**src/rtl/mul4_product_accumulator.sv**
```systemverilog
// mul4_product_accumulator
// Sums a fixed group of COUNT unsigned 8-bit products into an ACC_W-bit
// result and presents each finished sum, with a sticky overflow flag, on a
// valid/ready output port. Define PROD_ACC_SAT_EN to make the accumulator
// clamp at all-ones on overflow; by default it wraps modulo 2^ACC_W.
module mul4_product_accumulator #(
  parameter int COUNT = 4,
  parameter int ACC_W = 10
) (
  input  logic             clk,
  input  logic             rst_n,
  input  logic             clr,
  input  logic             in_valid,
  output logic             in_ready,
  input  logic [7:0]       in_prod,
  output logic             out_valid,
  input  logic             out_ready,
  output logic [ACC_W-1:0] out_sum,
  output logic             out_ovf
);

  typedef enum logic {
    ACCUM = 1'b0,
    HOLD  = 1'b1
  } state_t;

  // Index of the final product in a group; COUNT is at most 255.
  localparam logic [7:0] LAST_CNT = 8'(COUNT - 1);

  state_t           state;
  state_t           next_state;
  logic [ACC_W-1:0] acc;
  logic [7:0]       cnt;
  logic             ovf;

  logic             accept;
  logic             last;
  logic [ACC_W:0]   sum_ext;
  logic             carry;
  logic [ACC_W-1:0] acc_next;
  logic             ovf_next;

  assign accept = in_valid && in_ready;
  assign last   = (cnt == LAST_CNT);

  // Next accumulator value and overflow flag for the product on the input.
  always_comb begin
    sum_ext  = {1'b0, acc} + {{(ACC_W + 1 - 8){1'b0}}, in_prod};
    carry    = sum_ext[ACC_W];
`ifdef PROD_ACC_SAT_EN
    acc_next = carry ? {ACC_W{1'b1}} : sum_ext[ACC_W-1:0];
`else
    acc_next = sum_ext[ACC_W-1:0];
`endif
    ovf_next = ovf | carry;
  end

  // State register.
  always_ff @(posedge clk or negedge rst_n) begin
    if (!rst_n) state <= ACCUM;
    else        state <= next_state;
  end

  // Next-state logic: clr aborts to ACCUM, the last product enters HOLD,
  // and the output handshake releases HOLD.
  always_comb begin
    next_state = state;
    if (clr) begin
      next_state = ACCUM;
    end else begin
      case (state)
        ACCUM:   if (accept && last) next_state = HOLD;
        HOLD:    if (out_ready)      next_state = ACCUM;
        default:                     next_state = ACCUM;
      endcase
    end
  end

  // Handshake outputs decoded from the state alone.
  always_comb begin
    in_ready  = 1'b0;
    out_valid = 1'b0;
    case (state)
      ACCUM:   in_ready  = 1'b1;
      HOLD:    out_valid = 1'b1;
      default: in_ready  = 1'b1;
    endcase
  end

  // Accumulator, product counter, overflow flag and the registered result;
  // the running sum restarts on the same edge that captures a finished group.
  always_ff @(posedge clk or negedge rst_n) begin
    if (!rst_n) begin
      acc     <= '0;
      cnt     <= '0;
      ovf     <= 1'b0;
      out_sum <= '0;
      out_ovf <= 1'b0;
    end else if (clr) begin
      acc <= '0;
      cnt <= '0;
      ovf <= 1'b0;
    end else if (accept) begin
      if (last) begin
        out_sum <= acc_next;
        out_ovf <= ovf_next;
        acc     <= '0;
        cnt     <= '0;
        ovf     <= 1'b0;
      end else begin
        acc <= acc_next;
        cnt <= cnt + 8'd1;
        ovf <= ovf_next;
      end
    end
  end

endmodule
```
**config.mk**
```make
export PLATFORM = sky130hd
export DESIGN_NAME = mul4_product_accumulator
export DESIGN_NICKNAME = d
export VERILOG_FILES = /design/src/rtl/mul4_product_accumulator.sv
export SDC_FILE = /design/constraint.sdc
export NUM_CORES = 1
export LEC_CHECK = 0
export CAP_MARGIN = 10
export CORE_ASPECT_RATIO = 0.9
export CORE_MARGIN = 2
export CORE_UTILIZATION = 50
export CTS_CLUSTER_DIAMETER = 30
export CTS_CLUSTER_SIZE = 30
export DETAILED_ROUTE_END_ITERATION = 12
export PLACE_DENSITY = 0.75
export SLEW_MARGIN = 20
export SYNTH_ARGS = -nofsm -noshare
export SYNTH_HDL_FRONTEND = slang
export SYNTH_SLANG_ARGS = --single-unit
```
**constraint.sdc**
```tcl
create_clock -name clk -period 5.5 [get_ports clk]
set_clock_uncertainty 0.15 [all_clocks]
set_input_delay 1.375 -clock clk [delete_from_list [all_inputs] [get_ports clk]]
set_output_delay 1.375 -clock clk [all_outputs]
set_load 0.005 [all_outputs]
```
Word level (Yosys, flattened, before mapping)
Index checks and enable logic that the tools add are counted.

Add/subtract/negate cells: 2. Eq/ne operators: 1. Multiplexer cells: 15. Bitwise operators: 3. Reduce and logical (&&, ||, !) cells: 4.

Operators with widths (count): $mux W10 (3); $mux W8 (3); $add A10 B8 Y11 (1); $add A8 B1 Y8 const B (1); $eq A8 B2 Y1 const B (1); $mux W1 (8); $reduce_and A3 Y1 (1); $logic_and A1 B1 Y1 (2); $not A1 Y1 (2); $pmux W1 S2 (1); $reduce_bool A2 Y1 (1); $or A1 B1 Y1 (1).

Bits in registers: 31. Bits of input ports: 13. Output and inout bits: 13.

Depth between registers and ports, before layout
Depth after elaboration: 6. Gate-level depth with buffers: 6. Depth with buffers taken out: 6.

Worst setup path before layout
OpenSTA, ideal clock, no wires.

Path kind: input to register. From: in clr. To: reg out_sum[8]. Library setup time: 69 ps. Arrival: 2984 ps. Data required time: 5281 ps. Slack: 2297 ps. Stages: 6. Buffers on the path: 2. Cells stage by stage: or3b_1 -> clkbuf_1 -> or3_4 -> buf_6 -> or4_1 -> nand3_1.

Longest elaborated chain between the ends: 2.

RTL lines: start, declared (line 12) `input logic clr,`; $not A1 Y1 (no source line); $reduce_and A3 Y1 (no source line); end signal, assigned (line 105) `out_sum <= acc_next;`; end, declared (line 18) `output logic [ACC_W-1:0] out_sum,`.

No other way between the ends. A chain may end at the register's enable or synchronous reset.

Final worst setup path
Same ends and word-level chain as after synthesis.

==> results summary <==
The pre-antenna-repair detailed-routing pass consisted of 4 iterations. The buffer depth of the longest clock path is 2. The met3 track demand over resource came out at 3.80%. In the routed layout, each cell is associated on average with a via count of 5.90.

Of all nets on the critical path, the largest fanout is 11. The fill cell instance count of the final layout is 274. The number of warnings reported in the yosys synthesis log is 0. The count of instances resized after the clock tree is built is 0.

In this run, the number of DRC markers left after iteration 0 of detailed routing was 95. The setup slack on the worst flop-to-flop path is 3.09 ns. The count of H-tree levels built during CTS came out at 2.

The critical path launch point is clr. The number of buffers inserted for hold repair after clock tree synthesis is 0. The data arrival time of the worst path is 3.47 ns. The die footprint is 0.00392 mm^2. The pin slew with the least headroom to its limit came out at 0.737 ns.

The capturing point of the worst reg2reg path is out_sum[8]$_DFFE_PN0P_. The number of nets in the final layout came out at 223. The data required time of the critical path is 5.57 ns. Registers are responsible for 42.7% of the overall power. The switching part of the total came out at 28.7%. The cell area that synthesis handed to floorplanning was 0.00172 mm^2. Of the cells placed in the final design, the portion with a size suffix greater than 1 is 11.9%. The critical setup path kind is primary input to flop. The cell family contributing the most delay on the critical path is simple AND/OR/NAND/NOR gates. The maximum operating frequency is 294 MHz.

The number of flip-flops and latches in the synthesized netlist came out at 31. The net load switching power is 192 uW. The count of inserted antenna diode cells came out at 0. Together, buffers and inverters on the worst path number 1. The relative area change from synthesis to final layout came out at 23.5%. The initial utilization of the core area, before any placement, comes to 51.6%.

The share of synthesized area occupied by flip-flops and latches came out at 45.2%. The max-slew violation count is 0. The flow ran to the end, and the final reports show no timing, DRC or antenna violations. The clock drives 31 sinks. STA classifies the critical path endpoint as a flop.

The met1 routing resource usage after global routing came out at 32.0%. At the later pin of the worst-skew pair, clock insertion delay measures 0.28 ns. The post-DP HPWL came out at 2810 um.

The aggregate negative setup slack came out at 0 ns. The top-area cell type share of the netlist area is 45.2%. In this run the critical register-to-register path is launched from cnt[0]$_DFFE_PN0P_. The number of cells traversed by the worst register-to-register path came out at 5. The post-synthesis average cell area came out at 10.1 um^2.

The pre-CTS setup slack came out at 1.84 ns. The global routing usage on met2 is 36.4%. The number of clock buffers inserted by TritonCTS came out at 5. The cell taking the most area after synthesis is dfrtp_1. The final number of hold-violating endpoints came out at 0.

The maximum number of pins on one net before global-route repair came out at 32. The die is 65.8 um wide. The instance count on the critical path is 5.

The endpoint of the most critical setup path is out_sum[8]$_DFFE_PN0P_. In this run the core area contains 20 standard-cell rows. The multi-input logic area came out at 897 um^2.

The last weighted congestion value of the routability-driven placer is 0.869. The total detailed-routing wirelength came out at 3990 um. The period utilization came out at 61.9%. In the final layout, flip-flops and latches occupy 776 um^2. STA classifies the critical path startpoint as a primary input. The core region is 0.00333 mm^2. The root buffer cell chosen for the clock tree is clkbuf_8. The worst hold path belongs to the class flop to flop. The cell-internal power came out at 477 uW.

The max-cap violation count came out at 0. The normalized max-slew margin is 50.2%. Setup repair after global routing left no endpoint under its margin. The detailed-route wire length per cell came out at 16.3 um. In the post-synthesis netlist, the biggest area contributors are dfrtp_1 45%, ha_1 6.6%, o21ai_0 4.4%. The number of routed nets with antenna violations came out at 0.

Summing internal, switching and leakage power gives 669 uW. After detailed routing, the number of remaining DRC violations is 0. The number of instances in the synthesized netlist came out at 170. The overall fraction of global-route tracks in use came out at 23.2%. The largest single stage delay on the critical path is 0.53 ns. The residual overflow from global routing came out at 0. The combinational power share came out at 27.6%.

The number of antenna violations at the first check in global routing came out at 0. The number of nets in the synthesized netlist is 193. The number of top-level pins came out at 26. The via count of the first global-routing pass is 1428.

The clock network accounts for 29.7% of the total power. Traced cell by cell, the critical path runs through clkdlybuf4s50_1 -> or3b_1 -> or3_4 -> or4_1 -> nand3_1. The clock transition at the registers of the reported paths is 0.07 ns. The die height came out at 59.6 um. Setup violations remaining at the end of the flow were counted as 0. The number of unique standard cell types used by synthesis is 41. The setup fix buffers added after clock tree synthesis came out at 0.

The worst voltage drop across the vdd grid is 0.198 mV. The wire length of the first global-routing pass is 6750 um. The largest individual stage delay along the critical path comes from the cell or4_1. The number of buffer cells added on primary ports came out at 25. Summed over all cells, the static leakage comes to 0.945 nW. TritonCTS built the clock tree. The global routing stage identified its most utilized layer as met2. The via count is 1445. The power per cell area is 315 mW/mm^2. The worst-case setup margin in the final layout is 2.10 ns.

The minimum clock period came out at 3.40 ns.
-- cells in the mapped netlist (all sizes together) --
library cell,instances
mux2,3
nor3,3
ha,9
or3b,1
and3,3
o311a,2
mux2i,2
buf,2
nor2,7
and2,4
or4,2
xor2,1
dfrtp,31
xnor2,3
o21ai,15
nand4,2
a21o,3
a32o,2
o31ai,1
or4b,1
or3,4
a211oi,5
o211ai,5
a31o,2
clkbuf,3
o22ai,1
inv,5
a22o,7
nor2b,1
nor4b,1
nand2,15
or2,1
fa,1
nand3,6
o21a,2
a21oi,13
a21bo,1
-- layout make-up --
type,count,share of cell area (%)
repair buffers,28,12.9
inverters,5,0.885
clock buffers,8,4.72
well taps,44,2.60
multi-input cells,129,42.3
flip-flops and latches,31,36.6
-- metal layers --
| metal | part of all wire (%) | vias up |
|---|---|---|
| li1 | - | 698 |
| met1 | 46 | 710 |
| met2 | 48 | 32 |
| met3 | 4.6 | 5 |
| met4 | 1.3 | 0 |
| met5 | 0 | - |
-- sequential cells by signal, indices dropped and copies added, names as in the netlist --
register  flops
acc          10
out_sum      10
cnt           8
out_ovf       1
ovf           1
state         1
-- placed cells by master, fill, tap and decap left out, types with 2 or more instances in the layout --
| cell | Yosys | routed |
|---|---|---|
| o21a_1 | 2 | 2 |
| ha_1 | 9 | 9 |
| inv_1 | 5 | 5 |
| buf_4 | 0 | 3 |
| nand2_1 | 15 | 15 |
| nand4_1 | 2 | 2 |
| nor3_1 | 3 | 3 |
| nand3_1 | 6 | 6 |
| a211oi_1 | 5 | 5 |
| o311a_1 | 2 | 2 |
| a22o_1 | 7 | 7 |
| o21ai_0 | 15 | 15 |
| clkdlybuf4s50_1 | 0 | 25 |
| and2_1 | 2 | 2 |
| mux2_2 | 3 | 3 |
| dfrtp_1 | 31 | 31 |
| clkbuf_8 | 0 | 7 |
| or3_1 | 3 | 3 |
| a31o_2 | 2 | 2 |
| a21oi_1 | 13 | 13 |
| a21o_1 | 3 | 3 |
| nor2_1 | 7 | 6 |
| mux2i_1 | 2 | 2 |
| a32o_1 | 2 | 2 |
| and3_2 | 2 | 2 |
| o211ai_1 | 5 | 5 |
| and2_2 | 2 | 2 |
| or4_1 | 2 | 2 |
| xnor2_1 | 3 | 3 |
-- stage by stage --
| stage | cell area (um^2) | hold slack, ns | std cells | utilization (%) |
|---|---|---|---|---|
| CTS | 2120 | 0.337 | 245 | 63.6 |
| global route | 2120 | 0.362 | 245 | 63.7 |
| detailed placement | 2020 | 0.322 | 237 | 60.6 |
| finish | 2120 | 0.334 | 245 | 63.7 |
| global placement | 2020 | 0.316 | 237 | 60.6 |
| floorplan | 1720 | 0.317 | 170 | - |
-- how the worst min path moves through the flow --
| stage | start | end | slack (ns) | cells after the start |
|---|---|---|---|---|
| after floorplan | out_sum[0]$_DFFE_PN0P_ | out_sum[0]$_DFFE_PN0P_ | 0.32 | 2 |
| after global placement | out_sum[1]$_DFFE_PN0P_ | out_sum[1]$_DFFE_PN0P_ | 0.32 | 2 |
| after detailed placement | out_sum[8]$_DFFE_PN0P_ | out_sum[8]$_DFFE_PN0P_ | 0.32 | 2 |
| after CTS | out_sum[8]$_DFFE_PN0P_ | out_sum[8]$_DFFE_PN0P_ | 0.34 | 2 |
| after global routing | out_sum[9]$_DFFE_PN0P_ | out_sum[9]$_DFFE_PN0P_ | 0.36 | 2 |
| final | out_sum[1]$_DFFE_PN0P_ | out_sum[1]$_DFFE_PN0P_ | 0.33 | 2 |
-- logic make-up after synthesis --
| kind of cell | share of synthesized area, % |
|---|---|
| buffers and inverters | 2.70 |
| AND/OR/NAND/NOR | 16.2 |
| AO/OA/AOI/OAI | 23.0 |
| flip-flops | 45.2 |
| XOR/XNOR | 2.04 |
| multiplexers | 3.13 |
| adder cells (fa/ha/maj) | 7.73 |
-- power groups by stage --
| stage | Combinational [mW] | Clock (mW) | Sequential, mW |
|---|---|---|---|
| 2_1_floorplan | 0.101 | 0 | 0.287 |
| 3_5_place_dp | 0.182 | 0 | 0.290 |
| 6_report | 0.184 | 0.199 | 0.286 |
| 4_1_cts | 0.184 | 0.200 | 0.286 |
| 5_1_grt | 0.204 | 0.210 | 0.290 |
| 3_3_place_gp | 0.176 | 0 | 0.288 |
-- tightest hold or removal path, cell delays in order, from the launching register on --
cell	delay, ns
dfrtp_1	0.35
nand2_1	0.05
nand2_1	0.05
Note: power is estimated with default switching activity, not from simulation.
